--- src/rtl/fifo_out_pkg.sv ---
// Shared definitions for the output-FIFO control stage: default geometry and
// the 3-bit operation state encoding seen by the address-calculation stage.
package fifo_out_pkg;

  localparam int unsigned DEPTH_DEF = 32;
  localparam int unsigned AW_DEF    = 5;
  localparam int unsigned CW_DEF    = 6;

  typedef enum logic [2:0] {
    IDLE     = 3'b000,
    WRITE    = 3'b001,
    READ     = 3'b010,
    WR_ERROR = 3'b011,
    RD_ERROR = 3'b100
  } state_t;

endpackage

--- src/rtl/fifo_out_ns.sv ---
// Combinational next-state decode for the output-FIFO control stage.
// Decisions use the look-ahead count so back-to-back operations never overrun.
module fifo_out_ns
  import fifo_out_pkg::*;
#(
  parameter int unsigned DEPTH = DEPTH_DEF,
  parameter int unsigned CW    = CW_DEF
) (
  input  logic [2:0]    state,
  input  logic          wr_en,
  input  logic          rd_en,
  input  logic [CW-1:0] next_data_count,
  output state_t        ns
);

  logic nfull;
  logic nempty;

  assign nfull  = (next_data_count == CW'(DEPTH));
  assign nempty = (next_data_count == '0);

  // Read wins over write; an illegal current encoding recovers to IDLE.
  always_comb begin
    ns = IDLE;
    if (state <= 3'b100) begin
      if (rd_en) begin
        ns = nempty ? RD_ERROR : READ;
      end else if (wr_en) begin
        ns = nfull ? WR_ERROR : WRITE;
      end
    end
  end

endmodule

--- src/rtl/fifo_out_fsm.sv ---
// Output-FIFO control/state-register stage. Holds operation state, head, tail
// and count; the address-calculation stage returns next_* values every clock.
// Optional macro FIFO_OUT_ERR_CNT_EN adds saturating wr/rd error counters.
module fifo_out_fsm
  import fifo_out_pkg::*;
#(
  parameter int unsigned DEPTH = DEPTH_DEF,
  parameter int unsigned AW    = AW_DEF,
  parameter int unsigned CW    = CW_DEF
) (
  input  logic          clk,
  input  logic          reset,
  input  logic          wr_en,
  input  logic          rd_en,
  input  logic [AW-1:0] next_head,
  input  logic [AW-1:0] next_tail,
  input  logic [CW-1:0] next_data_count,
  output logic [2:0]    state,
  output logic [AW-1:0] head,
  output logic [AW-1:0] tail,
  output logic [CW-1:0] data_count,
  output logic          full,
  output logic          empty,
  output logic          wr_ack,
  output logic          rd_ack,
  output logic          wr_err,
`ifdef FIFO_OUT_ERR_CNT_EN
  output logic          rd_err,
  output logic [7:0]    wr_err_cnt,
  output logic [7:0]    rd_err_cnt
`else
  output logic          rd_err
`endif
);

  state_t cur_state;
  state_t ns;

  fifo_out_ns #(
    .DEPTH(DEPTH),
    .CW   (CW)
  ) u_ns (
    .state          (cur_state),
    .wr_en          (wr_en),
    .rd_en          (rd_en),
    .next_data_count(next_data_count),
    .ns             (ns)
  );

  // State and pointer registers; pointers commit the current state's effect.
  always_ff @(posedge clk or posedge reset) begin
    if (reset) begin
      cur_state  <= IDLE;
      head       <= '0;
      tail       <= '0;
      data_count <= '0;
    end else begin
      cur_state  <= ns;
      head       <= next_head;
      tail       <= next_tail;
      data_count <= next_data_count;
    end
  end

  assign state  = cur_state;
  assign full   = (data_count == CW'(DEPTH));
  assign empty  = (data_count == '0);
  assign wr_ack = (cur_state == WRITE);
  assign rd_ack = (cur_state == READ);
  assign wr_err = (cur_state == WR_ERROR);
  assign rd_err = (cur_state == RD_ERROR);

`ifdef FIFO_OUT_ERR_CNT_EN
  // Saturating counts of cycles spent in each error state.
  always_ff @(posedge clk or posedge reset) begin
    if (reset) begin
      wr_err_cnt <= '0;
      rd_err_cnt <= '0;
    end else begin
      if (wr_err && wr_err_cnt != 8'hFF) wr_err_cnt <= wr_err_cnt + 8'd1;
      if (rd_err && rd_err_cnt != 8'hFF) rd_err_cnt <= rd_err_cnt + 8'd1;
    end
  end
`endif

endmodule
--- config.mk ---
export PLATFORM = sky130hd
export DESIGN_NAME = fifo_out_fsm
export DESIGN_NICKNAME = d
export VERILOG_FILES = /design/src/rtl/fifo_out_pkg.sv /design/src/rtl/fifo_out_ns.sv /design/src/rtl/fifo_out_fsm.sv
export SDC_FILE = /design/constraint.sdc
export NUM_CORES = 1
export LEC_CHECK = 0
export CORE_MARGIN = 1.5
export CORE_UTILIZATION = 32
export DETAILED_ROUTE_END_ITERATION = 8
export PLACE_DENSITY_LB_ADDON = 0.2
export SETUP_SLACK_MARGIN = 0.4
export SLEW_MARGIN = 30
export SYNTH_ARGS = -nofsm -noshare
export SYNTH_HDL_FRONTEND = slang
export SYNTH_HIERARCHICAL = 1
export SYNTH_SLANG_ARGS = --single-unit
--- constraint.sdc ---
create_clock -name clk -period 0.9 [get_ports clk]
set_input_delay 0.135 -clock clk [delete_from_list [all_inputs] [get_ports clk]]
set_output_delay 0.135 -clock clk [all_outputs]
set_load 0.01 [all_outputs]
==> impl_metrics.ini, run 1 <==
[status]
outcome = finished with violations
violations = negative setup slack

[power]
power_switching_mw = 0.374
ir_worst_vdd_uv = 1120
power.static_leakage_nw = 0.556
clkPwrFrac_pct = 26.0
power_frac_comb_pct = 16.9
sequentialPowerShare_pct = 57.1
sw_frac_of_total_pct = 23.3
p_int_mw = 1.23
p_per_area_nw_per_um2 = 1380

[sta]
worst_pin_slew_ps = 272
fmax_mhz = 759
finalCritPeriodShare_pct = 146
min_period_ps = 1320
maxSlewHeadroom_pct = 81.8
grt_setup_unrepaired = true
setup_slack_ps = -417
slew_violations = 0
fin_skew_ps = 0.117
setup_viol = 28
hold_viol_final = 0
fin_setup_tns_ps = -4000

[cells_and_area]
layout_commonest_cell = clkdlybuf4s50_1
utilization_pct = 66.7
final_cell_mix = clkdlybuf4s50_1, buf_2, dfrtp_1
seq_area_um2 = 479
diodes = 0
num-fill-cells = 140
nets = 113
drive_gt1_share_pct = 54.3
syn2layout_area_growth_pct = 95.0
multi_input_area_um2 = 165

[floorplanning]
num_rows = 15
die_h_um = 46.2
die-area_um2 = 2130
core_um2 = 1750
initial_core_util_pct = 34.2
ios = 45
die-width_um = 46.2

[worst_setup_path]
end_kind = primary output
rrSetupSlack_ps = -180
critPathLaunchType = flop
worst-setup-path-type = reg2out
r2r-start = state[0]
r2r_end = state[2]
reg2reg_depth = 3
crit_arrival_ps = 1180
critPathMaxFanout = 4
cp_data_required_time_ps = 760

[global_routing]
grt_first_pass_wirelength_um = 2280
first_global_vias = 495
antenna_found_initial = 0
overflow = 0
grt_max_degree = 20
track_usage_pct = 15.7

[placement]
port_buffers = 44
place_congestion = 0.728

[detailed_routing]
viasPerCell = 4.35
num_vias = 509
drc_errors = 0
detail-route-antenna-nets = 0
drt_first_pass_iters = 4
wl_per_cell_um = 11.6
drt_iter0_markers = 2
drt-total-wl_um = 1360

[synth]
synth.distinct_cells = 10
syn_nets = 56
synthCells = 36
syn_avg_cell_area_um2 = 16.6
synth_area_um2 = 597
ys_warn_count = 6
synth-seq-cells = 19
seq_area_frac_synth_pct = 79.7

[clock_network]
cts_hold_buf = 0
cts_max_path_buffers = 2
clkTransAtPathRegs_ps = 100
cts_tree = built
worstSkewPairLatency_ps = 290
cts.sinks = 19
root_buffer = clkbuf_4
cts_buffers = 3
htreeDepth = 1

[min_path]
hold_path.class = in2async

[run]
max-cap-violations = 0
[state kept, by name, summed over array words and instances, names as in the netlist]
signal,flops
data_count,6
head,5
tail,5
state,3
[cell families (layout without fill, tap and decap cells)]
family / after synthesis / count (layout) / synth area share, %
AOI/OAI and AO/OA: 2 / 2 / 2.31
buffers and inverters: 1 / 57 / 0.628
DFF: 19 / 19 / 79.7
and+or+nand+nor: 14 / 14 / 17.4
[worst max path at each step]
stage	from	to
floorplan	data_count[1]	empty
global placement	data_count[1]	empty
detailed placement	data_count[1]	empty
CTS	state[0]	rd_ack
global route	data_count[4]	empty
finish	state[0]	rd_ack
[what timing repair did]
action / 4_1_cts / 5_1_grt
buffers inserted: 4 / 1
pin swaps: 2 / 3
setup endpoints to repair: 28 / 28
gates resized for setup: 110 / 8
[per-stage QoR]
step | setup WS (ps) | power (mW) | cell area [um^2] | hold WS (ps) | std cells
after floorplan | -27.1 | 0.997 | 619 | 85.9 | 36
after global placement | -478 | 1.20 | 1130 | 461 | 108
after detailed placement | -503 | 1.21 | 1130 | 467 | 108
after CTS | -419 | 1.62 | 1110 | 127 | 116
after global routing | -493 | 1.70 | 1160 | 129 | 117
final | -417 | 1.61 | 1160 | 137 | 117
[Yosys cell counts]
library cell / number / area (um^2)
dfrtp_1: 19 / 475
and3b_1: 4 / 35.0
nor3b_1: 4 / 30.0
nor2_1: 2 / 7.51
nor3_2: 2 / 20.0
a31oi_1: 1 / 6.26
and3_1: 1 / 6.26
inv_1: 1 / 3.75
nor3_1: 1 / 5.00
o21a_1: 1 / 7.51
[critical path, stage by stage, from the launching register on]
cell and delay, ps:
dfrtp_2 450, buf_6 130, nor3b_4 160, buf_2 150
[power groups by stage]
stage | combinational (mW) | sequential (mW) | clock [mW]
2_1_floorplan | 0.0399 | 0.958 | 0
3_3_place_gp | 0.271 | 0.934 | 0
3_5_place_dp | 0.274 | 0.936 | 0
5_1_grt | 0.294 | 0.923 | 0.486
4_1_cts | 0.257 | 0.915 | 0.444
6_report | 0.272 | 0.917 | 0.418
[final cells by class]
| class | instances | area share (%) |
|---|---|---|
| clock buffers | 3 | 1.94 |
| inverters | 1 | 0.323 |
| flip-flops and latches | 19 | 41.2 |
| well taps | 25 | 2.69 |
| clock inverters | 1 | 0.430 |
| multi-input cells | 16 | 14.2 |
| repair buffers | 52 | 39.2 |
[per-layer routing]
layer	GRT usage, %	vias up	share of wire (%)
li1	-	235	-
met1	17.7	250	34
met2	27.8	22	59
met3	3.92	2	6.0
met5	0	-	0
met4	6.86	0	1.0
(Power assumes the default switching activity.)
==> inputs of run 2 (changes only) <==
--- a/config.mk
+++ b/config.mk
@@ -8,7 +8,7 @@
 export CORE_MARGIN = 1.5
 export CORE_UTILIZATION = 32
 export DETAILED_ROUTE_END_ITERATION = 8
-export PLACE_DENSITY_LB_ADDON = 0.2
+export PLACE_DENSITY = 0.78
 export SETUP_SLACK_MARGIN = 0.4
 export SLEW_MARGIN = 30
 export SYNTH_ARGS = -nofsm -noshare
==> impl_metrics.ini, run 2 (synthesis results as in run 1) <==
[global_routing]
grt_max_degree = 11
first_global_vias = 462
track_usage_pct = 13.0
overflow = 0
grt_first_pass_wirelength_um = 1940
antenna_found_initial = 0

[power]
p_per_area_nw_per_um2 = 1390
power_frac_comb_pct = 16.0
clkPwrFrac_pct = 25.2
sequentialPowerShare_pct = 58.8
sw_frac_of_total_pct = 21.8
ir_worst_vdd_uv = 883
power_mw = 1.57
power_switching_mw = 0.341
power.static_leakage_nw = 0.540
p_int_mw = 1.23

[floorplanning]
die-width_um = 46.2
initial_core_util_pct = 34.2
die_h_um = 46.2
core_um2 = 1750
ios = 45
die-area_um2 = 2130
num_rows = 15

[detailed_routing]
drc_errors = 0
viasPerCell = 4.23
drt_first_pass_iters = 2
num_vias = 491
wl_per_cell_um = 11.6
drt-total-wl_um = 1350
detail-route-antenna-nets = 0
drt_iter0_markers = 1

[cells_and_area]
final_cell_mix = clkdlybuf4s50_1, buf_2, dfrtp_1
drive_gt1_share_pct = 50.5
num-fill-cells = 149
utilization_pct = 64.7
syn2layout_area_growth_pct = 89.3
layout_commonest_cell = clkdlybuf4s50_1
largestRegisters = data_count: 6 flops, head: 5 flops, tail: 5 flops
nets = 112
diodes = 0
largest_reg_flops = 6
stdcell_area_um2 = 1130
largest_register = data_count

[clock_network]
root_buffer = clkbuf_4
cts.sinks = 19
worstSkewPairLatency_ps = 280
cts_hold_buf = 0
htreeDepth = 1
cts_max_path_buffers = 2
cts_tree = built
cts_buffers = 3
clkTransAtPathRegs_ps = 100

[sta]
setup_viol = 28
fin_hold_ws_ps = 141
finalCritPeriodShare_pct = 151
slew_violations = 0
fin_setup_tns_ps = -3880
grt_setup_unrepaired = true
hold_viol_final = 0
setup_slack_ps = -463
maxSlewHeadroom_pct = 87.4
worst_pin_slew_ps = 188
min_period_ps = 1360
fmax_mhz = 734
fin_skew_ps = 0.145

[worst_setup_path]
critPathLaunchType = flop
worst-setup-path-type = reg2out
cp_data_required_time_ps = 760
end_kind = primary output
critPathMaxFanout = 2
crit_arrival_ps = 1230

[run]
max-cap-violations = 0

[min_path]
hold_path.class = in2async

[status]
outcome = finished with violations
violations = negative setup slack

[placement]
place_congestion = 0.713
dpl_cell_area_um2 = 1110
port_buffers = 44
run 2: timing repair:
action / 4_1_cts / 5_1_grt
setup endpoints to repair: 28 / 28
hold endpoints to repair: 0 / 0
setup buffers: 3 / 2
resized for setup: 111 / 5
pin swaps: 5 / 4
run 2: stage by stage:
stage / cells / setup slack (ps)
finish: 116 / -463
global route: 116 / -522
CTS: 114 / -444
global placement: 107 / -473
detailed placement: 107 / -535
floorplan: 36 / -27.1
run 2: worst max-delay path, stage by stage, from the launching register on:
cell and delay [ps]:
dfrtp_1 400, nor3_2 220, and3b_2 230, buf_6 100
run 2: power by group through the flow:
stage	Combinational, mW	Clock (mW)	Sequential [mW]
global placement	0.259	0	0.935
global route	0.269	0.457	0.928
detailed placement	0.263	0	0.938
finish	0.250	0.395	0.922
floorplan	0.0399	0	0.958
CTS	0.237	0.417	0.921
run 2: worst paths after layout:
kind	start	to	slack, ps	depth (start not counted)
worst max register to register	state[1]	state[2]	-180	3
worst min register to register	state[0]	state[1]	760	2
worst min-delay path	reset	data_count[1]	140	3
min in group clk	next_tail[3]	tail[3]	280	1
max in group asynchronous	reset	state[0]	620	3
worst max-delay path	data_count[1]	empty	-460	3
run 2: cell type report:
type	instances	area [um^2]	share of cell area [%]
Tap cell	25	31.3	2.77
Timing Repair Buffer	51	437	38.6
Sequential cell	19	479	42.4
Clock buffer	4	26.3	2.33
Inverter	1	3.75	0.332
Multi-Input combinational cell	16	153	13.5
run 2: metal layers:
metal,GRT usage [%],routed length [um]
met4,3.43,0
met5,0,0
met1,14.6,511
met3,4.31,125
met2,23.3,709
==> patch: new RTL, flow settings as in run 1 <==
Add a define of `FIFO_OUT_ERR_CNT_EN`.
--- a/src/rtl/fifo_out_fsm.sv
+++ b/src/rtl/fifo_out_fsm.sv
@@ -3,2 +3,4 @@
 // Optional macro FIFO_OUT_ERR_CNT_EN adds saturating wr/rd error counters.
+`define FIFO_OUT_ERR_CNT_EN
+
 module fifo_out_fsm
Behaviour (old outputs only; new: rd_err_cnt and wr_err_cnt): unchanged (Yosys induction, for registers that start in step).
==> patch against run 1 <==
The run still ends with setup timing left. Wire length rose to 3.0 times the old value. Power rose to 2.7 times the old value. Clock power rose to 2.7 times the old value. Setup slack got worse by 0.18 ns. Design area rose by 140%. Sequential cell count rose by 16. Combinational power rose to 5.0 times the old value. Final cell count rose by 140%. Area after synthesis rose by 130%. Clock skew rose by 0.0076 ns. Largest power group unchanged. Highest routed layer unchanged.
==> patch: results (changes against run 1) <==
Placement
  • Pre-CTS setup slack: -0.611 ns (was -0.503 ns)
  • Placed cell count: 248 (was 108)
  • GPL Wtd Cong: 0.790 (was 0.728)
  • Placed cell areas: 0.00236 mm2 (was 0.00113 mm2)

Pwr
  • Worst-case vdd ir drop: 1230 uV (was 1120 uV)
  • Pint: 3.11 mW (was 1.23 mW)
  • Net switching power: 1.21 mW (was 374 uW)

STA
  • Clock skew: 0.00772 ns (was 0.000117 ns)
  • Setup TNS Final: -16.57 ns (was -4.00 ns)
  • Final setup margin: -0.596 ns (was -0.417 ns)
  • Final setup fails: 60 (was 28)
  • Relative slew margins: 0.860 (was 0.818)

Drt
  • DR WL met2: 2.37 mm (was 804 um)
  • Final WL: 4.05 mm (was 1.36 mm)
  • WL met1: 1.43 mm (was 455 um)

Synthesis
  • Adder-cell share of the synthesized area: 0.0182 (was 0)
  • Distinct cells, synth: 29 (was 10)
  • Synth Area in XOR/XNOR: 0.0383 (was 0)
  • Register area share after synthesis: 0.638 (was 0.797)
  • Syn Area/Cell: 13.2 um2 (was 16.6 um2)

Clock network
  • H-tree depth: 2 (was 1)
  • Root Driver: clkbuf_8 (was clkbuf_4)
  • CTS clock-pin slew for the worst setup and hold paths: 0.07 ns (was 0.10 ns)
  • Post_cts resized: 226 (was 110)

Status
  • Status: finished, violations left (unchanged)
  • Failing checks: setup timing (unchanged)

GRT
  • First-pass GRT wire length: 5.84 mm (was 2.28 mm)
  • M2 GR Usage: 0.334 (was 0.278)
patch: cell types whose count changed in the layout (fill, tap and decap cells not counted), moves of 5 or more:
cell      delta
buf_6       +46
mux2_4       +6
nand2_1      +6
clkbuf_8     +5
buf_4       +22
dfrtp_1     +14
patch: layout make-up:
type / instances / area (um2)
fill: 274 / 1230
timing repair buffer: 121 / 1140
sequential: 35 / 882
multi-input combinational: 66 / 639
clock buffer: 6 / 72.6
tap: 50 / 62.6
inverter: 3 / 15.0
clock inverter: 2 / 12.5
patch: worst paths after layout:
check | start | end | slack [ns] | depth (start not counted)
min | reset | tail[2] | 0.25 | 3
min reg2reg | rd_err_cnt[3] | rd_err_cnt[3] | 0.58 | 2
min in group clk | next_head[4] | head[4] | 0.27 | 1
max in group asynchronous | reset | wr_err_cnt[6] | 0.45 | 3
max | state[1] | rd_err_cnt[7] | -0.60 | 4
max reg2reg | state[1] | rd_err_cnt[7] | -0.60 | 4
